File: config.mk
export PLATFORM = sky130hd
export DESIGN_NAME = subsistema_calculo
export DESIGN_NICKNAME = d
export VERILOG_FILES = /design/src/rtl/subsistema_calculo.sv
export SDC_FILE = /design/constraint.sdc
export NUM_CORES = 1
export LEC_CHECK = 0
export CAP_MARGIN = 20
export CORE_ASPECT_RATIO = 2
export CORE_UTILIZATION = 45
export CTS_BUF_LIST = sky130_fd_sc_hd__clkbuf_2
export DETAILED_ROUTE_END_ITERATION = 6
export HOLD_SLACK_MARGIN = 0.02
export PLACE_DENSITY = 0.68
export SYNTH_ARGS = -nofsm -noshare
export SYNTH_HDL_FRONTEND = slang
export SYNTH_SLANG_ARGS = --single-unit
File: constraint.sdc
create_clock -name reloj -period 2.85 [get_ports reloj]
set_input_delay 0.4275 -clock reloj [delete_from_list [all_inputs] [get_ports reloj]]
set_output_delay 0.4275 -clock reloj [all_outputs]
set_load 0.01 [all_outputs]
File: src/rtl/subsistema_calculo.sv
// -----------------------------------------------------------------------------
// subsistema_calculo
//
// Iterative 4x4 shift-add multiplier. It accepts a pair of operands with a
// level-high request, runs four shift-add steps (one per multiplier bit, LSB
// first) and presents a registered 8-bit product while holding in LISTO.
//
// Ports
//   reloj          : clock, every state update happens on its rising edge
//   reinicio       : synchronous active-high reset, highest priority
//   operandoA[3:0] : multiplicand, captured only on acceptance
//   operandoB[3:0] : multiplier, captured only on acceptance
//   banderaValida  : level-high request, operands are valid
//   producto[7:0]  : registered product
//   banderaListo   : high while the result is available (LISTO)
//   ocupado        : high while the iterative calculation runs (CALCULO)
//   estado[1:0]    : current FSM encoding (ESPERA=00, CALCULO=01, LISTO=10)
//
// Configuration
//   MULT_SIGNED_EN : when defined, operands and product are two's complement
//                    and the step for multiplier bit 3 subtracts the shifted,
//                    sign-extended multiplicand. When undefined the datapath
//                    is purely unsigned and has no subtract path.
// -----------------------------------------------------------------------------
module subsistema_calculo (
    input  logic       reloj,
    input  logic       reinicio,
    input  logic [3:0] operandoA,
    input  logic [3:0] operandoB,
    input  logic       banderaValida,
    output logic [7:0] producto,
    output logic       banderaListo,
    output logic       ocupado,
    output logic [1:0] estado
);

    typedef enum logic [1:0] {
        ESPERA   = 2'b00,
        CALCULO  = 2'b01,
        LISTO    = 2'b10,
        INVALIDO = 2'b11
    } estadoT;

    estadoT     estadoActual;
    estadoT     estadoSiguiente;

    logic [3:0] regA;
    logic [3:0] regANext;
    logic [3:0] regB;
    logic [3:0] regBNext;
    logic [7:0] acumulador;
    logic [7:0] acumuladorNext;
    logic [1:0] contador;
    logic [1:0] contadorNext;
    logic [7:0] productoReg;
    logic [7:0] productoNext;

    logic [7:0] multiplicandoExt;
    logic [7:0] sumando;
    logic       bitActual;
    logic [7:0] acumuladorPaso;

    // The multiplicand is widened to the accumulator width before shifting.
    // In signed mode it is sign-extended so negative partial products are
    // represented correctly in 8-bit two's complement.
`ifdef MULT_SIGNED_EN
    assign multiplicandoExt = {{4{regA[3]}}, regA};
`else
    assign multiplicandoExt = {4'b0000, regA};
`endif

    assign sumando   = multiplicandoExt << contador;
    assign bitActual = regB[contador];

    // One shift-add step for the multiplier bit selected by the counter.
    // In signed mode bit 3 carries negative weight, so that step subtracts
    // instead of adding. The unsigned build has only the adder.
    always_comb begin
        acumuladorPaso = acumulador;
        if (bitActual) begin
`ifdef MULT_SIGNED_EN
            if (contador == 2'd3) begin
                acumuladorPaso = acumulador - sumando;
            end else begin
                acumuladorPaso = acumulador + sumando;
            end
`else
            acumuladorPaso = acumulador + sumando;
`endif
        end
    end

    // Next-state and datapath update logic. Everything holds by default;
    // each state only overrides what it changes. The unused encoding 11
    // falls into the default branch and returns to ESPERA.
    always_comb begin
        estadoSiguiente = estadoActual;
        regANext        = regA;
        regBNext        = regB;
        acumuladorNext  = acumulador;
        contadorNext    = contador;
        productoNext    = productoReg;

        case (estadoActual)
            ESPERA: begin
                if (banderaValida) begin
                    regANext        = operandoA;
                    regBNext        = operandoB;
                    acumuladorNext  = 8'h00;
                    contadorNext    = 2'd0;
                    productoNext    = 8'h00;
                    estadoSiguiente = CALCULO;
                end
            end

            CALCULO: begin
                acumuladorNext = acumuladorPaso;
                contadorNext   = contador + 2'd1;
                if (contador == 2'd3) begin
                    productoNext    = acumuladorPaso;
                    estadoSiguiente = LISTO;
                end
            end

            LISTO: begin
                if (!banderaValida) begin
                    estadoSiguiente = ESPERA;
                end
            end

            default: begin
                estadoSiguiente = ESPERA;
            end
        endcase
    end

    // State and datapath registers. Reset is synchronous and wins over
    // everything, so an operation in progress is simply abandoned.
    always_ff @(posedge reloj) begin
        if (reinicio) begin
            estadoActual <= ESPERA;
            regA         <= 4'h0;
            regB         <= 4'h0;
            acumulador   <= 8'h00;
            contador     <= 2'd0;
            productoReg  <= 8'h00;
        end else begin
            estadoActual <= estadoSiguiente;
            regA         <= regANext;
            regB         <= regBNext;
            acumulador   <= acumuladorNext;
            contador     <= contadorNext;
            productoReg  <= productoNext;
        end
    end

    // Status outputs are decoded straight from the state register, so they
    // change on the same edge as the state itself.
    assign producto     = productoReg;
    assign ocupado      = (estadoActual == CALCULO);
    assign banderaListo = (estadoActual == LISTO);
    assign estado       = estadoActual;

endmodule

# --- After elaboration in Yosys (flattened, before gate mapping) ---
# Cells that the tools add are included.
op_classes:
  order_cmp: 1
  n_eq_ne: 6
  addsub: 2
  shifts: 1
  n_reduce_logical: 6
  n_mux: 13
op_table:
  columns: ["operator", "n"]
  rows:
  - ["$pmux 8 s2", 2]
  - ["$mux 8", 3]
  - ["$add 8x8->8", 1]
  - ["$mux 2", 4]
  - ["$shl 4x2->8", 1]
  - ["$pmux 2 s3", 1]
  - ["$reduce_and 3->1", 2]
  - ["$eq 2x2->1 const B", 2]
  - ["$ne 2x2->1 const B", 2]
  - ["$pmux 2 s2", 1]
  - ["$reduce_and 2->1", 2]
  - ["$lt 2x3->1 const B", 1]
  - ["$add 2x1->2 const B", 1]
  - ["$bmux 1 s2", 1]
  - ["$eq 2x1->1 const B", 1]
  - ["$logic_not 2->1", 1]
  - ["$ne 2x1->1 const B", 1]
  - ["$reduce_bool 2->1", 1]
  - ["$mux 1", 1]
totals:
  out_inout_bits: 12
  in_bits: 11
  ff_bits: 28
  word_cells: 35

# --- Logic depth before layout (Yosys ltp) ---
logic_depth:
  ltp_word: 5
  ltp_mapped: 10
  ltp_nobuf: 9

# --- Least setup slack after synthesis ---
# Ideal clock, no wire load.
synth_path:
  path_kind: "register -> register"
  startpoint: "register contador[0]"
  endpoint: "register acumulador[5]"
  stages_incl_launch_ff: 10
  path_slack_ns: 0.537
  n_path_buf: 1
  t_arrival_ns: 2.185
  t_required_ns: 2.722
  setup_ns: 0.128
  synth_period_minus_slack_ns: 2.313
  path_cell_list: "dfxtp_1 > clkbuf_1 > mux2i_1 > nor2_1 > ha_1 > a21o_1 > and4_1 > or3_1 > a32oi_1 > nor2_1"
synth_between:
  elab_chain_cells: 4
  elab_cells_between_ends: 6
  classes_between: "1 x add/sub; 1 x shift; 4 x mux"
synth_rtl:
  columns: ["item", "line_no", "rtl"]
  rows:
  - ["start, declared", "53", "logic [1:0] contador;"]
  - ["start signal, assigned", "152", "contador <= contadorNext;"]
  - ["$shl 4x2->8 / $bmux 1 s2 (equally long branches)", "72, 73", null]
  - ["$add 8x8->8 / $mux 1 (equally long branches)", "88, 73", null]
  - ["$mux 8 *", "80", "if (bitActual) begin"]
  - ["$pmux 8 s2 *", "104", "case (estadoActual)"]
  - ["end signal, assigned", "151", "acumulador <= acumuladorNext;"]
  - ["end, declared", "51", "logic [7:0] acumulador;"]
# Every way passes the cells marked *; elsewhere a longest branch is shown, timed or not. The select of a mux whose other input is x is not followed.
# A chain may end at the register's enable or synchronous reset.

# --- Final worst setup path ---
layout_path:
  startpoint: "register contador[1]"
  endpoint: "register acumulador[5]"
# The elaborated chain is that of the path after synthesis.

==> results by group <==
Timing
  • Minimum clock period: 2410 ps
  • Slew Limit Fails: 0
  • Rel. slew slack: 0.547
  • Final setup viols: 0
  • Max Fclk: 415 MHz
  • Worst Tran Pin Value: 680 ps
  • Final hold vios: 0
  • Clk_skew: 10.3 ps
  • RSZ-0062 raised after global routing: false
  • Share of the clock period used by the worst path: 0.845
  • TNS Setup: 0 ps
  • WHS: 471 ps

Drt
  • ANT nets after route: 0
  • 1st-pass router iterations: 6
  • DR vias/cell: 5.91
  • Initial DRC count: 39
  • Final wirelength: 3540 um
  • Routed via count: 1455
  • Routed len/inst: 14.4 um
  • # DRC: 1

Power and ir drop
  • Lkg Pwr: 0.716 nW
  • Pwr/cell area: 421 nW/um2
  • Combinational share of power: 0.152
  • Overall power: 0.777 mW
  • Switching Power: 0.204 mW
  • VDD IR max: 0.356 mV
  • Net Sw Frac: 0.262
  • Sequential cell fraction of total power: 0.533
  • Clk network pwr share: 0.314
  • Cell Int Power: 0.574 mW

Place
  • GP Congestion: 0.932
  • Dpl cell area: 1800 um2
  • DP HPWL: 2780 um
  • PortBufs: 22
  • Cell count after placement: 242

Logic synthesis
  • Synthesis-stage register bit count: 28
  • Async SR Flop Fraction: 0
  • Yosys warning count: 0
  • Post-synthesis sequential area ratio: 0.358
  • Post-synth EDFFs: 0
  • Synth Instances: 195
  • Syn Nets: 215
  • Main synth FF type: dfxtp_1
  • Unique masters post-synth: 44
  • Synth Cell Area: 1570 um2
  • Syn_area_per_cell: 8.03 um2

Setup path
  • WP buf/inv: 0
  • Worst r2r src: contador[1]$_SDFFE_PP0P_
  • Required @ worst endpoint: 3150 ps
  • Crit path to: acumulador[5]$_SDFFE_PP0P_
  • Critical path class: register to register
  • Worst Reg-to-Reg Cells: 8
  • Setup slack, reg-to-reg: 440 ps
  • Startpoint types: register
  • Nature of the critical path endpoint: register
  • Critical Path Start: contador[1]$_SDFFE_PP0P_
  • Slowest-stage cell, CP: dfxtp_1
  • CP Max Fanout: 11
  • Arrival time worst endpoint: 2710 ps
  • Crit-path most repeated cell: nor2_1
  • Worst-path cell chain: mux2_2 -> nor2_1 -> a21oi_1 -> ha_1 -> and4_1 -> or3_1 -> a32oi_1 -> nor2_1
  • Largest stage delay, worst path: 600 ps
  • Crit. path cell count: 8
  • Reg-to-reg endpoint: acumulador[5]$_SDFFE_PP0P_
  • Cell family with most CP delay: simple AND/OR/NAND/NOR gates

Global route
  • First-pass GRT wire length: 6140 um
  • GRT Residual Overflow: 0
  • Global-route usage over all layers: 0.215
  • Vias in the first global route: 1416
  • Largest net degree at the start of global routing: 21
  • Initial antenna violation count: 0

Finish
  • Area grow syn2layout: 17.9%
  • Final Cell Area: 1850 um2
  • FF+latch area: 561 um2
  • Multi-input gate area in the final layout: 946 um2
  • Final #Nets: 235
  • Share of cells above drive strength 1: 0.0794
  • Fillers: 313
  • Finished Layout Cells: 246
  • ANT cells: 0

CTS
  • Clock buffer depth: 2
  • Root buf cell: clkbuf_2
  • Num Clock Sinks: 28
  • H-tree depth reported by CTS: 1
  • Register clock-pin slew on the reported worst setup and hold paths: 280 ps
  • Postcts setup bufs: 0
  • Num CTS Buffers: 3
  • # hold bufs at CTS: 0
  • CTS tree: done
  • Worst-Skew Late Latency: 380 ps
  • Cts repair resizes: 0

Die
  • Die area: 3730 um2
  • Rows: 30
  • Die width: 43.7 um
  • Die H: 85.4 um
  • Boundary pin count: 23
  • CORE AREA: 3340 um2
  • Initial Utilization: 0.469

Outcome
  • Failing checks: DRC
  • Status: finished, violations left

Worst hold path
  • WHS Path Cells: 2
  • Hold WC Path Type: register to register

Flow run
  • Max-cap viol count: 0
## synth_stat cells, types with 2 or more instances
library cell,number,area (um2)
buf_2,2,10.0
mux2_2,2,22.5
nor3b_1,3,22.5
o21ai_0,5,25.0
a21o_1,4,30.0
a31oi_1,3,18.8
a211oi_1,3,22.5
mux2i_1,5,50.1
a21oi_1,25,125
nand3_1,4,20.0
xnor2_1,3,26.3
nand3b_1,2,15.0
nand2_1,35,131
ha_1,8,100
nor3_1,2,10.0
nor2_1,21,78.8
nand4b_1,2,17.5
clkbuf_1,7,26.3
nor2b_1,2,12.5
nand2b_1,2,12.5
inv_2,2,7.51
a22oi_1,3,22.5
dfxtp_1,28,561
o21a_1,2,15.0
## sequential cells by signal, indices dropped and copies added (netlist names)
name	cells
producto	8
regA	4
regB	4
estado	2
contador	2
acumulador	8
## power groups by stage
stage / registers (mW) / logic, mW / clock network [mW]
global placement: 0.421 / 0.115 / 0
floorplan: 0.419 / 0.0798 / 0
finish: 0.414 / 0.118 / 0.244
CTS: 0.415 / 0.119 / 0.250
global route: 0.417 / 0.131 / 0.262
detailed placement: 0.422 / 0.118 / 0
## per-stage QoR
stage / worst slack, ps / utilization
3_3_place_gp: 547 / 0.539
2_1_floorplan: 537 / -
4_1_cts: 458 / 0.552
5_1_grt: 152 / 0.552
6_report: 442 / 0.552
3_5_place_dp: 486 / 0.539
## area by class of cell
type,instances,area share
multi-input combinational,154,0.513
sequential,28,0.304
timing repair buffer,25,0.132
tap,32,0.0217
clock inverter,1,0.0163
clock buffer,3,0.00814
inverter,3,0.00610
## cells by family after synthesis
group                      Yosys count  synth area share
xor gates and xnor gates             3            0.0168
buffers and inverters               13            0.0376
muxes                                8            0.0608
adders and majority gates            9            0.0767
and+or+nand+nor                     82             0.250
AOI/OAI and AO/OA                   52             0.200
DFF                                 28             0.358
## worst register-to-register path, stage by stage, from the launching register on
cell and delay, ps:
dfxtp_1 600, mux2_2 390, nor2_1 80, a21oi_1 50, ha_1 340, and4_1 230
or3_1 370, a32oi_1 200, nor2_1 60
## layer usage
metal	global-route usage	vias to the layer above	wire [um]
met3	0.0170	13	73
li1	-	724	-
met1	0.232	683	1400
met4	0.122	0	123
met2	0.387	35	1940
met5	0	-	0
## placed cells by master, fill, tap and decap left out, drive strengths merged, types with 2 or more instances in the layout
cell / synthesis / layout
a211oi: 3 / 3
a21o: 4 / 4
a21oi: 25 / 25
a22oi: 3 / 3
a31oi: 3 / 3
buf: 3 / 3
clkbuf: 7 / 3
clkdlybuf4s50: 0 / 22
dfxtp: 28 / 28
ha: 8 / 8
inv: 3 / 3
mux2: 2 / 2
mux2i: 5 / 5
nand2: 35 / 35
nand2b: 2 / 2
nand3: 4 / 4
nand3b: 2 / 2
nand4b: 2 / 2
nor2: 22 / 22
nor2b: 2 / 2
nor3: 3 / 3
nor3b: 3 / 3
o21a: 2 / 2
o21ai: 6 / 6
or2: 2 / 2
xnor2: 3 / 3
## worst min-delay path by stage
stage	start	to	slack [ps]
global route	regB[1]$_SDFFE_PP0P_	regB[1]$_SDFFE_PP0P_	500
floorplan	regB[2]$_SDFFE_PP0P_	regB[2]$_SDFFE_PP0P_	430
detailed placement	producto[1]$_SDFFE_PP0P_	producto[1]$_SDFFE_PP0P_	450
CTS	producto[1]$_SDFFE_PP0P_	producto[1]$_SDFFE_PP0P_	470
finish	producto[2]$_SDFFE_PP0P_	producto[2]$_SDFFE_PP0P_	470
global placement	producto[2]$_SDFFE_PP0P_	producto[2]$_SDFFE_PP0P_	440
Note: power is estimated with default switching activity, not from simulation.
